**config.mk**
```make
export PLATFORM = sky130hd
export DESIGN_NAME = vga_timing_gen
export DESIGN_NICKNAME = d
export VERILOG_FILES = /design/src/rtl/vga_timing_gen.sv
export SDC_FILE = /design/constraint.sdc
export NUM_CORES = 1
export LEC_CHECK = 0
export ABC_CLOCK_PERIOD_IN_PS = 5200
export CORE_MARGIN = 2
export CORE_UTILIZATION = 45
export DETAILED_ROUTE_END_ITERATION = 16
export PLACE_DENSITY = 0.77
export SETUP_SLACK_MARGIN = 0.15
export SLEW_MARGIN = 20
export SYNTH_ARGS = -nofsm -noshare
export SYNTH_HDL_FRONTEND = slang
export SYNTH_SLANG_ARGS = --single-unit
export TNS_END_PERCENT = 5
```
**constraint.sdc**
```tcl
create_clock -name pix_clk -period 5.2 [get_ports pix_clk]
set_clock_uncertainty 0.2 [all_clocks]
set_input_delay 0.78 -clock pix_clk [delete_from_list [all_inputs] [get_ports pix_clk]]
set_output_delay 0.78 -clock pix_clk [all_outputs]
set_load 0.02 [all_outputs]
```
**src/rtl/vga_timing_gen.sv**
```systemverilog
// Parametrised VGA-style raster timing generator with frame-aligned start/stop and a
// configurable output pipeline so sync/coordinates line up with downstream read latency.
module vga_timing_gen #(
  parameter int unsigned H_SYNC   = 96,
  parameter int unsigned H_BP     = 48,
  parameter int unsigned H_ACTIVE = 640,
  parameter int unsigned H_FP     = 16,
  parameter int unsigned V_SYNC   = 2,
  parameter int unsigned V_BP     = 33,
  parameter int unsigned V_ACTIVE = 480,
  parameter int unsigned V_FP     = 10,
  parameter bit          H_POL    = 1'b0,
  parameter bit          V_POL    = 1'b0,
  parameter int unsigned CW       = 12,
  parameter int unsigned LAT      = 1
) (
  input  logic          pix_clk,
  input  logic          pix_rst,
  input  logic          en,
  output logic [CW-1:0] pix_x,
  output logic [CW-1:0] pix_y,
  output logic          hsync,
  output logic          vsync,
  output logic          pix_valid,
  output logic          line_start,
  output logic          frame_start,
  output logic          busy
);

  localparam int unsigned H_TOTAL = H_SYNC + H_BP + H_ACTIVE + H_FP;
  localparam int unsigned V_TOTAL = V_SYNC + V_BP + V_ACTIVE + V_FP;
  localparam int unsigned PW      = 2 * CW + 5;

  if (LAT < 1 || LAT > 4) begin : g_bad_lat
    $error("vga_timing_gen: LAT must be in the range 1..4");
  end
  if (CW < 1 || CW > 30 || (1 << CW) <= H_TOTAL || (1 << CW) <= V_TOTAL) begin : g_bad_cw
    $error("vga_timing_gen: CW too small for H_TOTAL/V_TOTAL");
  end

  localparam logic [CW-1:0] H_SYNC_END = CW'(H_SYNC);
  localparam logic [CW-1:0] H_ACT_BEG  = CW'(H_SYNC + H_BP);
  localparam logic [CW-1:0] H_ACT_END  = CW'(H_SYNC + H_BP + H_ACTIVE);
  localparam logic [CW-1:0] H_LAST     = CW'(H_TOTAL - 1);
  localparam logic [CW-1:0] V_SYNC_END = CW'(V_SYNC);
  localparam logic [CW-1:0] V_ACT_BEG  = CW'(V_SYNC + V_BP);
  localparam logic [CW-1:0] V_ACT_END  = CW'(V_SYNC + V_BP + V_ACTIVE);
  localparam logic [CW-1:0] V_LAST     = CW'(V_TOTAL - 1);

  // Pipeline word: {pix_x, pix_y, hsync, vsync, pix_valid, line_start, frame_start}
  localparam logic [PW-1:0] PIPE_RST = {{(2 * CW){1'b0}}, ~H_POL, ~V_POL, 3'b000};

  typedef enum logic [1:0] {StIdle, StRun, StStop} state_e;

  state_e        state_q, state_d;
  logic [CW-1:0] cnt_h_q, cnt_h_d, cnt_v_q, cnt_v_d;
  logic [CW-1:0] cnt_h_adv, cnt_v_adv;
  logic          h_last, v_last;

  logic          in_frame, h_vis, v_vis, vis;
  logic          hs, vs, ls, fs;
  logic [CW-1:0] x, y;
  logic [PW-1:0] pipe_d [LAT];
  logic [PW-1:0] pipe_q [LAT];

  always_comb begin
    h_last    = (cnt_h_q == H_LAST);
    v_last    = (cnt_v_q == V_LAST);
    cnt_h_adv = h_last ? '0 : cnt_h_q + CW'(1);
    cnt_v_adv = cnt_v_q;
    if (h_last) begin
      cnt_v_adv = v_last ? '0 : cnt_v_q + CW'(1);
    end

    state_d = state_q;
    cnt_h_d = cnt_h_adv;
    cnt_v_d = cnt_v_adv;
    case (state_q)
      StIdle: begin
        cnt_h_d = '0;
        cnt_v_d = '0;
        if (en) state_d = StRun;
      end
      StRun: begin
        if (!en) state_d = StStop;
      end
      StStop: begin
        // Only leave STOP on the last pixel so output always ends on a whole frame.
        if (h_last && v_last) state_d = en ? StRun : StIdle;
      end
      default: begin
        state_d = StIdle;
        cnt_h_d = '0;
        cnt_v_d = '0;
      end
    endcase
  end

  always_comb begin
    in_frame = (state_q != StIdle);
    h_vis    = (cnt_h_q >= H_ACT_BEG) && (cnt_h_q < H_ACT_END);
    v_vis    = (cnt_v_q >= V_ACT_BEG) && (cnt_v_q < V_ACT_END);
    vis      = in_frame && h_vis && v_vis;
    x        = vis ? cnt_h_q - H_ACT_BEG : '0;
    y        = vis ? cnt_v_q - V_ACT_BEG : '0;
    hs       = (in_frame && (cnt_h_q < H_SYNC_END)) ? H_POL : ~H_POL;
    vs       = (in_frame && (cnt_v_q < V_SYNC_END)) ? V_POL : ~V_POL;
    ls       = (state_q == StRun) && (cnt_h_q == '0);
    fs       = ls && (cnt_v_q == '0);

    pipe_d[0] = {x, y, hs, vs, vis, ls, fs};
    for (int i = 1; i < LAT; i++) begin
      pipe_d[i] = pipe_q[i-1];
    end
  end

  always_ff @(posedge pix_clk or negedge pix_rst) begin
    if (!pix_rst) begin
      state_q <= StIdle;
      cnt_h_q <= '0;
      cnt_v_q <= '0;
      for (int i = 0; i < LAT; i++) begin
        pipe_q[i] <= PIPE_RST;
      end
    end else begin
      state_q <= state_d;
      cnt_h_q <= cnt_h_d;
      cnt_v_q <= cnt_v_d;
      for (int i = 0; i < LAT; i++) begin
        pipe_q[i] <= pipe_d[i];
      end
    end
  end

  assign {pix_x, pix_y, hsync, vsync, pix_valid, line_start, frame_start} = pipe_q[LAT-1];
  assign busy = (state_q != StIdle);

endmodule

```
## After elaboration in Yosys (flattened, before gate mapping)

Cells that the tools add are included.

| cells by class | value |
|---|---|
| add/sub/neg operators | 4 |
| $mul | 0 |
| div/mod/pow operators | 0 |
| order comparisons | 6 |
| equal/unequal tests | 8 |
| shift operators | 0 |
| multiplexer cells | 14 |
| bitwise operators | 0 |
| reductions and logical operators | 15 |

Operators by type and width:

| kind | number |
|---|---|
| two-way mux 12 bit | 7 |
| adder 12 x 1 -> 12 bit (second input constant) | 2 |
| == test 12 x 10 -> 1 bit (second input constant) | 2 |
| zero test 12 bit | 2 |
| less-than comparator 12 x 10 -> 1 bit (second input constant) | 2 |
| greater-or-equal comparator 12 x 6 -> 1 bit (second input constant) | 1 |
| greater-or-equal comparator 12 x 8 -> 1 bit (second input constant) | 1 |
| less-than comparator 12 x 2 -> 1 bit (second input constant) | 1 |
| less-than comparator 12 x 7 -> 1 bit (second input constant) | 1 |
| subtractor 12 x 6 -> 12 bit (second input constant) | 1 |
| subtractor 12 x 8 -> 12 bit (second input constant) | 1 |
| logical AND 1 bit | 9 |
| two-way mux 2 bit | 3 |
| != test 2 bit (second input constant) | 3 |
| one-hot mux 2 bit (3 select lines) | 1 |
| two-way mux 1 bit | 3 |
| AND reduction 3 bit | 1 |
| == test 2 x 1 -> 1 bit (second input constant) | 1 |
| == test 2 bit (second input constant) | 1 |
| zero test 2 bit | 1 |
| != test 2 x 1 -> 1 bit (second input constant) | 1 |
| nonzero test 2 bit | 1 |
| OR reduction 2 bit | 1 |

| word-level totals | value |
|---|---|
| register bits | 55 |
| latch bits | 0 |
| memory bits (writable) | 0 |
| memory bits (read-only) | 0 |
| input port bits | 3 |
| output and inout bits | 30 |
| logic and storage cells | 51 |
| memories kept | 0 |

## Longest topological paths before layout

| logic depth | value |
|---|---|
| depth after elaboration | 5 |
| gate-level depth with buffers | 8 |
| gate-level depth less buffers | 6 |

## Worst setup path after synthesis

Ideal clock, no wire load.

| timing path | value |
|---|---|
| path type | register to register |
| start point | reg state_q[1] |
| end point | reg cnt_h_q[9] |
| data arrival time | 1804 ps |
| required time | 4933 ps |
| path slack | 3129 ps |
| cell stages (with the launch flop) | 9 |
| path buffers | 2 |
| period minus slack after synthesis | 2071 ps |
| path through | dfrtp_1 -> inv_1 -> ha_1 -> clkbuf_1 -> inv_1 -> a31o_2 -> clkbuf_1 -> a211oi_1 -> a41o_1 |

| between the ends | value |
|---|---|
| cells in the longest elaborated chain, start to end | 3 |

Ends and longest elaborated chain:

| element | line | source |
|---|---|---|
| start, declared | 55 | `state_e state_q, state_d;` |
| start signal, assigned | 119 | `state_q <= StIdle;` |
| start signal, assigned | 126 | `state_q <= state_d;` |
| == test 2 x 1 -> 1 bit / == test 2 bit (equally long branches) | 78 | `case (state_q)` |
| OR reduction 2 bit (no source line) * | n/a |  |
| two-way mux 12 bit * | 78 |  |
| net cnt_h_d[9] | 56 | `logic [CW-1:0] cnt_h_q, cnt_h_d, cnt_v_q, cnt_v_d;` |
| end signal, assigned | 127 | `cnt_h_q <= cnt_h_d;` |
| end, declared | 56 |  |

Mark *: on every way through the listed nets, which the timed path passes. The rest lies on a longest branch.
A chain may end at the register's enable or synchronous reset.

## Final worst setup path

| timing path | value |
|---|---|
| start point | reg state_q[1] |
| end point | out busy |

| between the ends | value |
|---|---|
| cells in the longest elaborated chain, start to end | 1 |

Ends and longest elaborated chain:

| element | line | source |
|---|---|---|
| nonzero test 2 bit | 136 | `assign busy = (state_q != StIdle);` |
| end, declared | 27 | `output logic busy` |

No other way between the ends.

==> flow_metrics.env <==
export IMPL_status="completed"
export IMPL_gp_congestion=0.789
export IMPL_drive_gt1_share_pct=11.8
export IMPL_cp_required_ns=4.22
export IMPL_ctsResizeCount=0
export IMPL_wl_per_cell_um=15.1
export IMPL_clkSlewWorstSetupHoldPaths_ns=0.09
export IMPL_cts_buffer_depth=2
export IMPL_rsz0062_at_grt="false"
export IMPL_synth_ff_type="dfrtp_1"
export IMPL_setup_tns_ns=0
export IMPL_critPathMaxStageDelay_ns=0.62
export IMPL_cap_violations=0
export IMPL_fillerInstances=566
export IMPL_htree_levels=2
export IMPL_drt_wl_total_mm=6.02
export IMPL_portBuffers=32
export IMPL_die_width_um=86.0
export IMPL_r2r_slack_ns=2.67
export IMPL_cts_tree="done"
export IMPL_fmax_ghz=0.350
export IMPL_final_hold_viol_count=0
export IMPL_num_nets_final=335
export IMPL_rr_endpoint="state_q[1]$_DFFE_PN0P_"
export IMPL_max_slew_margin_pct=49.2
export IMPL_min_period_ns=2.86
export IMPL_setup_viol=0
export IMPL_area_growth_pct=13.0
export IMPL_synth_seq_cells=55
export IMPL_fin_ws_ns=2.34
export IMPL_drc=0
export IMPL_grt_max_degree=56
export IMPL_p_leak_nw=1.38
export IMPL_cp_startpoint="state_q[1]$_DFFE_PN0P_"
export IMPL_netlist_area_leader_share_pct=43.8
export IMPL_critPathKind="reg -> out"
export IMPL_critPathMaxFanout=6
export IMPL_vdd_drop_max_mv=0.167
export IMPL_synthCells=301
export IMPL_hold_class="reg -> reg"
export IMPL_syn_avg_cell_area_um2=10.1
export IMPL_vias_per_cell=5.78
export IMPL_crit_top_cell="inv_1"
export IMPL_dpl_worst_slack_ns=2.41
export IMPL_finalMaxSlewViolations=0
export IMPL_numCtsBuffers=5
export IMPL_reg2reg_from="cnt_v_q[8]$_DFFE_PN0P_"
export IMPL_critPathCaptureType="output pin"
export IMPL_final_cell_mix="dfrtp_1 (53), clkdlybuf4s50_1 (31), nand2_1 (29)"
export IMPL_fp_dieArea_mm2=0.00740
export IMPL_ys_warnings_count=0
export IMPL_dr_pass1_iters=4
export IMPL_critPathSlowestCell="clkdlybuf4s50_1"
export IMPL_synth_top_area_cell="dfrtp_1"
export IMPL_dpl_hpwl_mm=4.17
export IMPL_grt_pass1_wl_mm=10.2
export IMPL_post_cts_repair_setup_buffers=0
export IMPL_ys_seq_area_share_pct=45.5
export IMPL_crit_arrival_ns=1.88
export IMPL_final_common_cell="dfrtp_1"
export IMPL_r2r_cells=4
export IMPL_antenna_found_initial=0
export IMPL_start_util_pct=47.2
export IMPL_cp_start_kind="register"
export IMPL_grt_pass1_vias=2170
export IMPL_rows=29
export IMPL_synth_area_mm2=0.00303
export IMPL_synth_cell_type_count=53
export IMPL_grt_ovfl_total=0
export IMPL_synthTopCellsByArea="dfrtp_1 (44%), nor3_2 (5.3%), ha_1 (5.0%)"
export IMPL_clk_latency_ns=0.31
export IMPL_power_density_mw_per_mm2=283
export IMPL_mappedNetlistNets=316
export IMPL_drt_iter0_drc=181
export IMPL_cts_sinks=55
export IMPL_cp_endpoint="busy"
export IMPL_worstMarginPinSlew_ns=0.759
export IMPL_grt_total_usage_pct=17.4
export IMPL_io_pins=33
export IMPL_root_buffer="clkbuf_8"
export IMPL_fp_dieH_um=86.0
export IMPL_total_power_uw=970
export IMPL_async_reset_ff_share_pct=100
export IMPL_antenna_cells=0
export IMPL_synth_edf_count=0
export IMPL_worstHoldStart="cnt_h_q[0]$_DFF_PN0_"
export IMPL_fin_crit_sh_pct=55.0
export IMPL_path_cells="inv_1 > ha_1 > inv_1 > clkdlybuf4s50_1"
export IMPL_fp_coreArea_mm2=0.00642
export IMPL_route_vias_total=2300
export IMPL_antenna_left=0
export IMPL_cts_hold_buf=0
[sequential cells by signal, indices dropped and copies added (netlist names)]
register  flops
cnt_v_q      12
pipe_q       29
cnt_h_q      12
state_q       2
[how the worst min path moves through the flow]
stage,cells past startpoint,slack (ns),to
floorplan,1,0.25,cnt_h_q[0]$_DFF_PN0_
global placement,1,0.28,cnt_h_q[0]$_DFF_PN0_
detailed placement,1,0.30,cnt_h_q[0]$_DFF_PN0_
CTS,1,0.31,cnt_h_q[0]$_DFF_PN0_
global route,1,0.34,cnt_h_q[0]$_DFF_PN0_
finish,1,0.31,cnt_h_q[0]$_DFF_PN0_
[cell families after synthesis]
kind of cell / Yosys count / synth area share [%]
compound gates: 49 / 11.7
flops: 55 / 45.5
simple gates: 132 / 26.8
fa+ha+maj: 12 / 4.96
buf+inv: 35 / 5.91
other cells: 1 / 0.124
mux: 1 / 0.330
xor+xnor: 16 / 4.63
[worst max-delay path, delay by kind of cell (launching register included)]
kind / cells / cell delay, ns
adder cells (fa/ha/maj): 1 / 0.27
buffers and inverters: 3 / 0.85
flip-flops: 1 / 0.44
[layout make-up]
class                           count  area, um^2  area share (%)
Multi-Input combinational cell    211        1470            43.0
Sequential cell                    55        1380            40.3
Timing Repair Buffer               33         323            9.43
Clock buffer                        8         100            2.92
Tap cell                           77        96.3            2.81
Inverter                           14        52.6            1.54
[per-stage QoR]
step	hold slack, ns	util (%)	area [um^2]	cells
floorplan	0.255	-	3030	301
global placement	0.280	51.7	3320	390
detailed placement	0.302	51.7	3320	390
CTS	0.315	53.3	3420	398
global route	0.336	53.3	3420	398
finish	0.312	53.3	3420	398
[report_power, final]
group          total [mW]  switching (mW)  internal (mW)
Sequential          0.475          0.0181          0.457
Clock               0.252           0.130          0.122
Combinational       0.243           0.154         0.0890
Total               0.970           0.303          0.668
[routing by layer]
layer	GRT usage [%]	up-vias	share of wire [%]
li1	-	1111	-
met1	23.2	1118	46
met2	27.3	63	47
met3	3.56	8	5.2
met4	7.65	0	1.9
met5	0	-	0
[synthesized netlist by cell type (3+ instances only)]
cell type and instances:
o22ai_1 4, nand3_1 12, nor3_1 7, o211ai_1 3, nor2_1 19, o32ai_1 3
nor2b_1 3, nor3b_2 3, a211oi_1 3, and3_1 7, o21ai_0 3, clkbuf_1 6
nand2_1 29, or3_1 5, ha_1 12, xnor2_1 14, inv_1 14, dfrtp_1 53
buf_6 4, nor3_2 16, nand4_1 7, a21oi_1 18, buf_2 8, nor4_1 9
nand2b_1 3
No activity file was read; power rests on OpenSTA's default activity.
